`src/rtl/ucsbece154b_checker_pkg.sv`:
```
// ucsbece154b_checker_pkg
//   Shared types for the end-of-program state checker.
//   - checker_state_e : IDLE -> RUN -> CHECK -> DONE
//   - check_entry_t   : one expected-value table entry
//   - entry_match     : compare helper (masked when UCSBECE154B_CHECKER_MASK_EN is defined)
//   Optional feature macro: UCSBECE154B_CHECKER_MASK_EN adds a per-entry compare mask.
package ucsbece154b_checker_pkg;

    localparam int unsigned DataWidth = 32;

    typedef enum logic [1:0] {
        StIdle,
        StRun,
        StCheck,
        StDone
    } checker_state_e;

    typedef struct packed {
        logic                 is_mem;
        logic [DataWidth-1:0] addr;
        logic [DataWidth-1:0] data;
`ifdef UCSBECE154B_CHECKER_MASK_EN
        logic [DataWidth-1:0] mask;
`endif
    } check_entry_t;

    // Index width for an n-entry table; a 1-entry table still gets a 1-bit index.
    function automatic int unsigned idx_width(int unsigned n);
        return (n > 1) ? $clog2(n) : 1;
    endfunction

    function automatic logic entry_match(check_entry_t e, logic [DataWidth-1:0] d);
`ifdef UCSBECE154B_CHECKER_MASK_EN
        return ((d ^ e.data) & e.mask) == '0;
`else
        return d == e.data;
`endif
    endfunction

endpackage

```
`src/rtl/ucsbece154b_checker_table.sv`:
```
// ucsbece154b_checker_table
//   NUM_CHECKS-entry register array of expected values.
//   - clk    : clock
//   - we     : synchronous write enable
//   - widx   : write index
//   - wentry : entry to write
//   - ridx   : asynchronous read index
//   - rentry : entry at ridx (zero for indices beyond NUM_CHECKS)
//   Contents are deliberately not reset. Mask storage exists only when
//   UCSBECE154B_CHECKER_MASK_EN is defined (it lives inside check_entry_t).
module ucsbece154b_checker_table
    import ucsbece154b_checker_pkg::*;
#(
    parameter  int unsigned NUM_CHECKS = 16,
    localparam int unsigned IW         = idx_width(NUM_CHECKS)
) (
    input  logic          clk,
    input  logic          we,
    input  logic [IW-1:0] widx,
    input  check_entry_t  wentry,
    input  logic [IW-1:0] ridx,
    output check_entry_t  rentry
);

    check_entry_t entries_q [NUM_CHECKS];

    if (NUM_CHECKS == (1 << IW)) begin : g_full
        // Every index value addresses a real entry.
        always_ff @(posedge clk) begin
            if (we) begin
                entries_q[widx] <= wentry;
            end
        end

        assign rentry = entries_q[ridx];
    end else begin : g_part
        // Index space is larger than the table; drop out-of-range accesses.
        always_ff @(posedge clk) begin
            if (we && (32'(widx) < NUM_CHECKS)) begin
                entries_q[widx] <= wentry;
            end
        end

        assign rentry = (32'(ridx) < NUM_CHECKS) ? entries_q[ridx] : '0;
    end

endmodule

```
`config.mk`:
```
export PLATFORM = sky130hd
export DESIGN_NAME = ucsbece154b_checker_table
export DESIGN_NICKNAME = d
export VERILOG_FILES = /design/src/rtl/ucsbece154b_checker_pkg.sv /design/src/rtl/ucsbece154b_checker_table.sv
export SDC_FILE = /design/constraint.sdc
export NUM_CORES = 1
export LEC_CHECK = 0
export BUFFER_PORTS_ARGS = -buffer_cell sky130_fd_sc_hd__clkbuf_2
export CAP_MARGIN = 20
export CORE_MARGIN = 1.5
export CORE_UTILIZATION = 35
export CTS_CLUSTER_SIZE = 8
export DETAILED_ROUTE_END_ITERATION = 6
export SYNTH_ARGS = -nofsm -noshare
export SYNTH_HDL_FRONTEND = slang
export SYNTH_SLANG_ARGS = --single-unit
```
`constraint.sdc`:
```
create_clock -name clk -period 5.5 [get_ports clk]
set_input_delay 0 -clock clk [delete_from_list [all_inputs] [get_ports clk]]
set_output_delay 0 -clock clk [all_outputs]
set_load 0.02 [all_outputs]
```
==> impl_metrics.csv, run 1 <==
group,metric,value,unit
run_status,outcome,"complete, no violations",
sta,setup_tns,0,ns
routing,drt_iter0_markers,1537,
sta,rsz0062_at_grt,"false",
layout,syn_to_final_growth,18.87,%
layout,fin_area,0.04629,mm^2
cts,numClockSinks,1040,
global_routing,grt_use_total,16.07,%
sta,fin_crit_sh,45.73,%
global_routing,antenna_found_initial,12,
logic_synthesis,netlist_instances,1608,
logic_synthesis,synth_area,0.03894,mm^2
placement,place_ws,2.872,ns
sta,relSlewSlack,27.83,%
cts,numCtsBuffers,148,
placement,dp_hpwl,47250,um
logic_synthesis,ys.warnings.count,0,
sta,max_freq,0.3976,GHz
routing,vias,17984,
layout,seqCellArea,0.03123,mm^2
cts,h-tree-depth,4,
cts,clockBufferDepth,3,
die,dieHeight,336.5,um
worst_setup_path,critPathLaunchType,"input pin",
cts,root_buffer,"clkbuf_16",
cts,cts_tree,"built",
power_and_ir_drop,p_leak,14.73,nW
layout,final_cell_count_no_fill,3431,
logic_synthesis,ys_seq_area_share,80.20,%
die,dieArea,0.1133,mm^2
routing,routedWlPerCell,26.15,um
worst_setup_path,worst_setup_path_end_kind,"output pin",
placement,dp.cells,3192,
global_routing,grt_max_degree,108,
cts,cts_resized,0,
power_and_ir_drop,powerDensity,386.3,mW/mm^2
die,die_width,336.5,um
sta,setup_violations,0,
layout,largest_reg_flops,1040,
die,ios,140,
die,rows,122,
sta,hold_viol_final,0,
sta,min_period,2.515,ns
layout,multi_input_area,0.007343,mm^2
layout,drive_above_1_share,32.44,%
layout,nFillCells,9526,
logic_synthesis,synth.ff_latch_count,1040,
layout,top_regs,"entries_q x1040",
min_path,holdCritPathClass,"in2reg",
die,start_util,35.23,%
placement,place_area,0.04150,mm^2
worst_setup_path,worstPathRequired,5.50,ns
routing,ant_nets,0,
routing,wl,89730,um
layout,fin_nets,1999,
sta,tightest_slew,1.083,ns
global_routing,overflow,0,
routing,drtPass1Iterations,5,
power_and_ir_drop,peakVddDrop,0.2282,mV
worst_setup_path,worst-path-max-fanout,107,
placement,port-buffer-count,139,
sta,slew_violations,0,
worst_setup_path,crit_arrival,2.52,ns
sta,holdWs,0.03307,ns
worst_setup_path,worstSetupPathType,"in2out",
logic_synthesis,syn_nets,1683,
power_and_ir_drop,power.total,17.88,mW
logic_synthesis,synth_area_per_cell,24.22,um^2
layout,regMostFlops,"entries_q",
placement,gp_congestion,0.7089,
flow_run,max_cap_violations,0,
layout,final_util,41.88,%
die,core,0.1105,mm^2
routing,drc,0,
global_routing,grt_pass1_vias,19367,
logic_synthesis,yosysUniqueCellTypes,18,
sta,layout_setup_ws,2.985,ns
routing,via_per_inst,5.242,
cts,clk_pin_slew_worst_paths,0.05,ns
global_routing,grt_pass1_wl,131800,um
## worst paths after layout
| kind | from | endpoint | slack, ns | cells past startpoint |
|---|---|---|---|---|
| min | widx[2] | entries_q[7][39] | 0.03 | 3 |
| max | ridx[1] | rentry[54] | 2.98 | 6 |
## cell families after synthesis
family / after synthesis / share of synthesized area (%)
DFF: 1040 / 80.20
muxes: 260 / 15.04
AOI/OAI and AO/OA: 130 / 2.506
and+or+nand+nor: 92 / 0.9672
buffers and inverters: 86 / 1.285
## final cells by class
cell class	count	area share, %
sequential	1040	67.47
antenna	4	0.02163
clock inverter	16	0.7082
multi-input combinational	482	15.87
clock buffer	149	8.056
timing repair buffer	252	3.855
tap	1488	4.022
## layout by cell type (no fill, tap or decap), drive strengths merged
master,instances
nor2,13
inv,6
nand2b,2
and2,1
clkinvlp,1
nor3,4
nand2,66
clkbuf,286
nand3b,2
diode,4
nor2b,2
or3b,1
a22oi,130
dlygate4sd3,68
clkinv,9
nand3,1
edfxtp,1040
mux4,260
buf,47
## cell usage after synthesis (all sizes together)
library cell / number / area, um^2
mux4: 260 / 5856
nand2: 66 / 247.7
nand3: 1 / 5.000
or3b: 1 / 8.760
nor2: 13 / 48.80
nor2b: 2 / 12.51
edfxtp: 1040 / 31230
buf: 50 / 365.4
and2: 1 / 6.260
nand3b: 2 / 15.01
a22oi: 130 / 975.9
clkbuf: 36 / 135.1
nand2b: 2 / 12.51
nor3: 4 / 20.02
## power breakdown
group	total, mW	switching [mW]	leakage (nW)	internal, mW
combinational	0.929	0.574	3.36	0.354
clock	8.01	3.20	1.97	4.81
sequential	8.94	0.0332	9.40	8.91
## worst max-delay path: stages
cell and delay [ns]:
buf_8 0.54, buf_4 0.69, mux4_2 0.41, a22oi_1 0.25, nand2_1 0.20, clkbuf_2 0.20
## repair_timing
action | in CTS | in global routing
setup buffers | 0 | 0
endpoints found under the hold margin | 1060 | 0
hold buffers | 68 | 0
## routing by layer
layer	global-route usage, %	share of wire (%)	wire length (um)
met1	21.89	43	38600
met2	26.15	50	44640
met3	3.232	5.3	4773
met4	4.773	1.9	1666
met5	0	0.051	46
No activity file was read; power rests on OpenSTA's default activity.
==> inputs of run 2 (changes only) <==
==> constraint.sdc (replaced) <==
create_clock -name clk -period 2.5 [get_ports clk]
set_input_delay 0 -clock clk [delete_from_list [all_inputs] [get_ports clk]]
set_output_delay 0 -clock clk [all_outputs]
set_load 0.02 [all_outputs]
==> run 2 against run 1 <==
Compared with the run above: final cell count up 0.70%; critical endpoint is now rentry[35]; die area stayed put; sequential share of layout area shrank 1.1 points; first-iteration DRC count increased by 14%; sequential cell count unchanged; sequential power grew 120%.
==> impl_metrics.csv, run 2 (same netlist as run 1, synthesis figures left out) <==
group,metric,value,unit
layout,layout_commonest_cell,"edfxtp_1",
routing,vias,18127,
sta,holdWs,0.1509,ns
min_path,holdCritPathClass,"in2reg",
global_routing,grt_pass1_wl,133200,um
worst_setup_path,worstPathRequired,2.50,ns
power_and_ir_drop,power.total,39.44,mW
die,dieHeight,336.5,um
sta,setup_tns,0,ns
sta,min_period,2.303,ns
placement,gp_congestion,0.7113,
cts,numCtsBuffers,148,
layout,top_regs,"entries_q x1040",
global_routing,overflow,0,
cts,clk_pin_slew_worst_paths,0.05,ns
sta,slew_violations,0,
worst_setup_path,critPathLaunchType,"flip-flop",
cts,cts_resized,0,
cts,numClockSinks,1040,
sta,rsz0062_at_grt,"false",
layout,regMostFlops,"entries_q",
layout,syn_to_final_growth,20.79,%
cts,clockBufferDepth,3,
sta,fin_crit_sh,92.12,%
global_routing,grt_use_total,16.22,%
power_and_ir_drop,p_leak,15.03,nW
sta,relSlewSlack,54.66,%
routing,drtPass1Iterations,5,
die,core,0.1105,mm^2
layout,largest_reg_flops,1040,
power_and_ir_drop,seq_power_share,49.9,%
die,die_width,336.5,um
layout,final_util,42.56,%
layout,layout_common_cells,"1040 x edfxtp_1, 260 x mux4_2, 150 x clkbuf_16",
cts,post_cts_buffers,0,
sta,layout_setup_ws,0.1971,ns
routing,via_per_inst,5.247,
die,start_util,35.23,%
flow_run,max_cap_violations,0,
power_and_ir_drop,swShare,20.79,%
power_and_ir_drop,clockPowerShare,44.7,%
power_and_ir_drop,peakVddDrop,0.6450,mV
worst_setup_path,worst-path-max-fanout,1,
global_routing,grt_pass1_vias,19898,
die,ios,140,
routing,routedWlPerCell,26.10,um
cts,ctsHoldBuffers,68,
sta,tightest_slew,0.6786,ns
die,rows,122,
cts,root_buffer,"clkbuf_16",
global_routing,grt_max_degree,66,
run_status,outcome,"complete, no violations",
power_and_ir_drop,powerDensity,838.5,mW/mm^2
power_and_ir_drop,p_int,31.24,mW
routing,drc,0,
worst_setup_path,crit_arrival,2.30,ns
sta,hold_viol_final,0,
power_and_ir_drop,p_comb_share,5.4,%
die,dieArea,0.1133,mm^2
cts,h-tree-depth,4,
placement,place_ws,0.6109,ns
worst_setup_path,worst_setup_path_end_kind,"output pin",
layout,fin_nets,2026,
placement,port-buffer-count,139,
sta,setup_violations,0,
power_and_ir_drop,switchingPower,8.198,mW
routing,drt_iter0_markers,1755,
placement,dp_hpwl,48630,um
routing,wl,90170,um
cts,cts_tree,"built",
global_routing,antenna_found_initial,6,
routing,ant_nets,0,
sta,max_freq,0.4342,GHz
layout,drive_above_1_share,33.33,%
worst_setup_path,worstSetupPathType,"reg2out",
run 2: cell count changes in the layout (fill, tap and decap cells not counted), sizes merged, moves of 2 or more:
cell and change:
buf +27, bufinv +2, diode -2, inv -2
run 2: worst max-delay path, stage by stage (launching register included):
cell	delay, ns
edfxtp_1	0.35
mux4_2	0.47
a22oi_1	0.35
nand2_1	0.22
clkbuf_2	0.21
run 2: worst paths after layout:
path	slack [ns]	endpoint	cells past startpoint	startpoint
setup / recovery	0.20	rentry[35]	4	entries_q[11][35]
hold / removal	0.15	entries_q[13][27]	3	widx[2]
run 2: power groups by stage:
| stage | combinational, mW | sequential (mW) | clock (mW) |
|---|---|---|---|
| final | 2.13 | 19.7 | 17.6 |
| after CTS | 2.19 | 19.7 | 18.0 |
| after global placement | 2.05 | 20.0 | 0 |
| after global routing | 2.30 | 19.7 | 18.7 |
| after floorplan | 1.17 | 20.0 | 0 |
| after detailed placement | 2.09 | 20.0 | 0 |
run 2: layer usage:
layer	vias up	GRT usage [%]	part of all wire, %
met5	-	0	0.049
met4	8	5.166	2.2
met3	141	3.629	6.4
met2	555	26.68	50
met1	9817	21.46	42
li1	7606	-	-
run 2: metrics by stage:
stage	area (um^2)	instances
after global routing	47030	3454
after global placement	42300	3221
after floorplan	38980	1608
final	47040	3455
after detailed placement	42300	3221
after CTS	47030	3453
run 2: cell type report:
type,count,area [um^2]
Antenna cell,2,5.005
Clock buffer,150,3754
Clock inverter,14,291.5
Fill cell,9407,63480
Multi-Input combinational cell,482,7368
Sequential cell,1040,31230
Tap cell,1488,1862
Timing Repair Buffer,279,2525
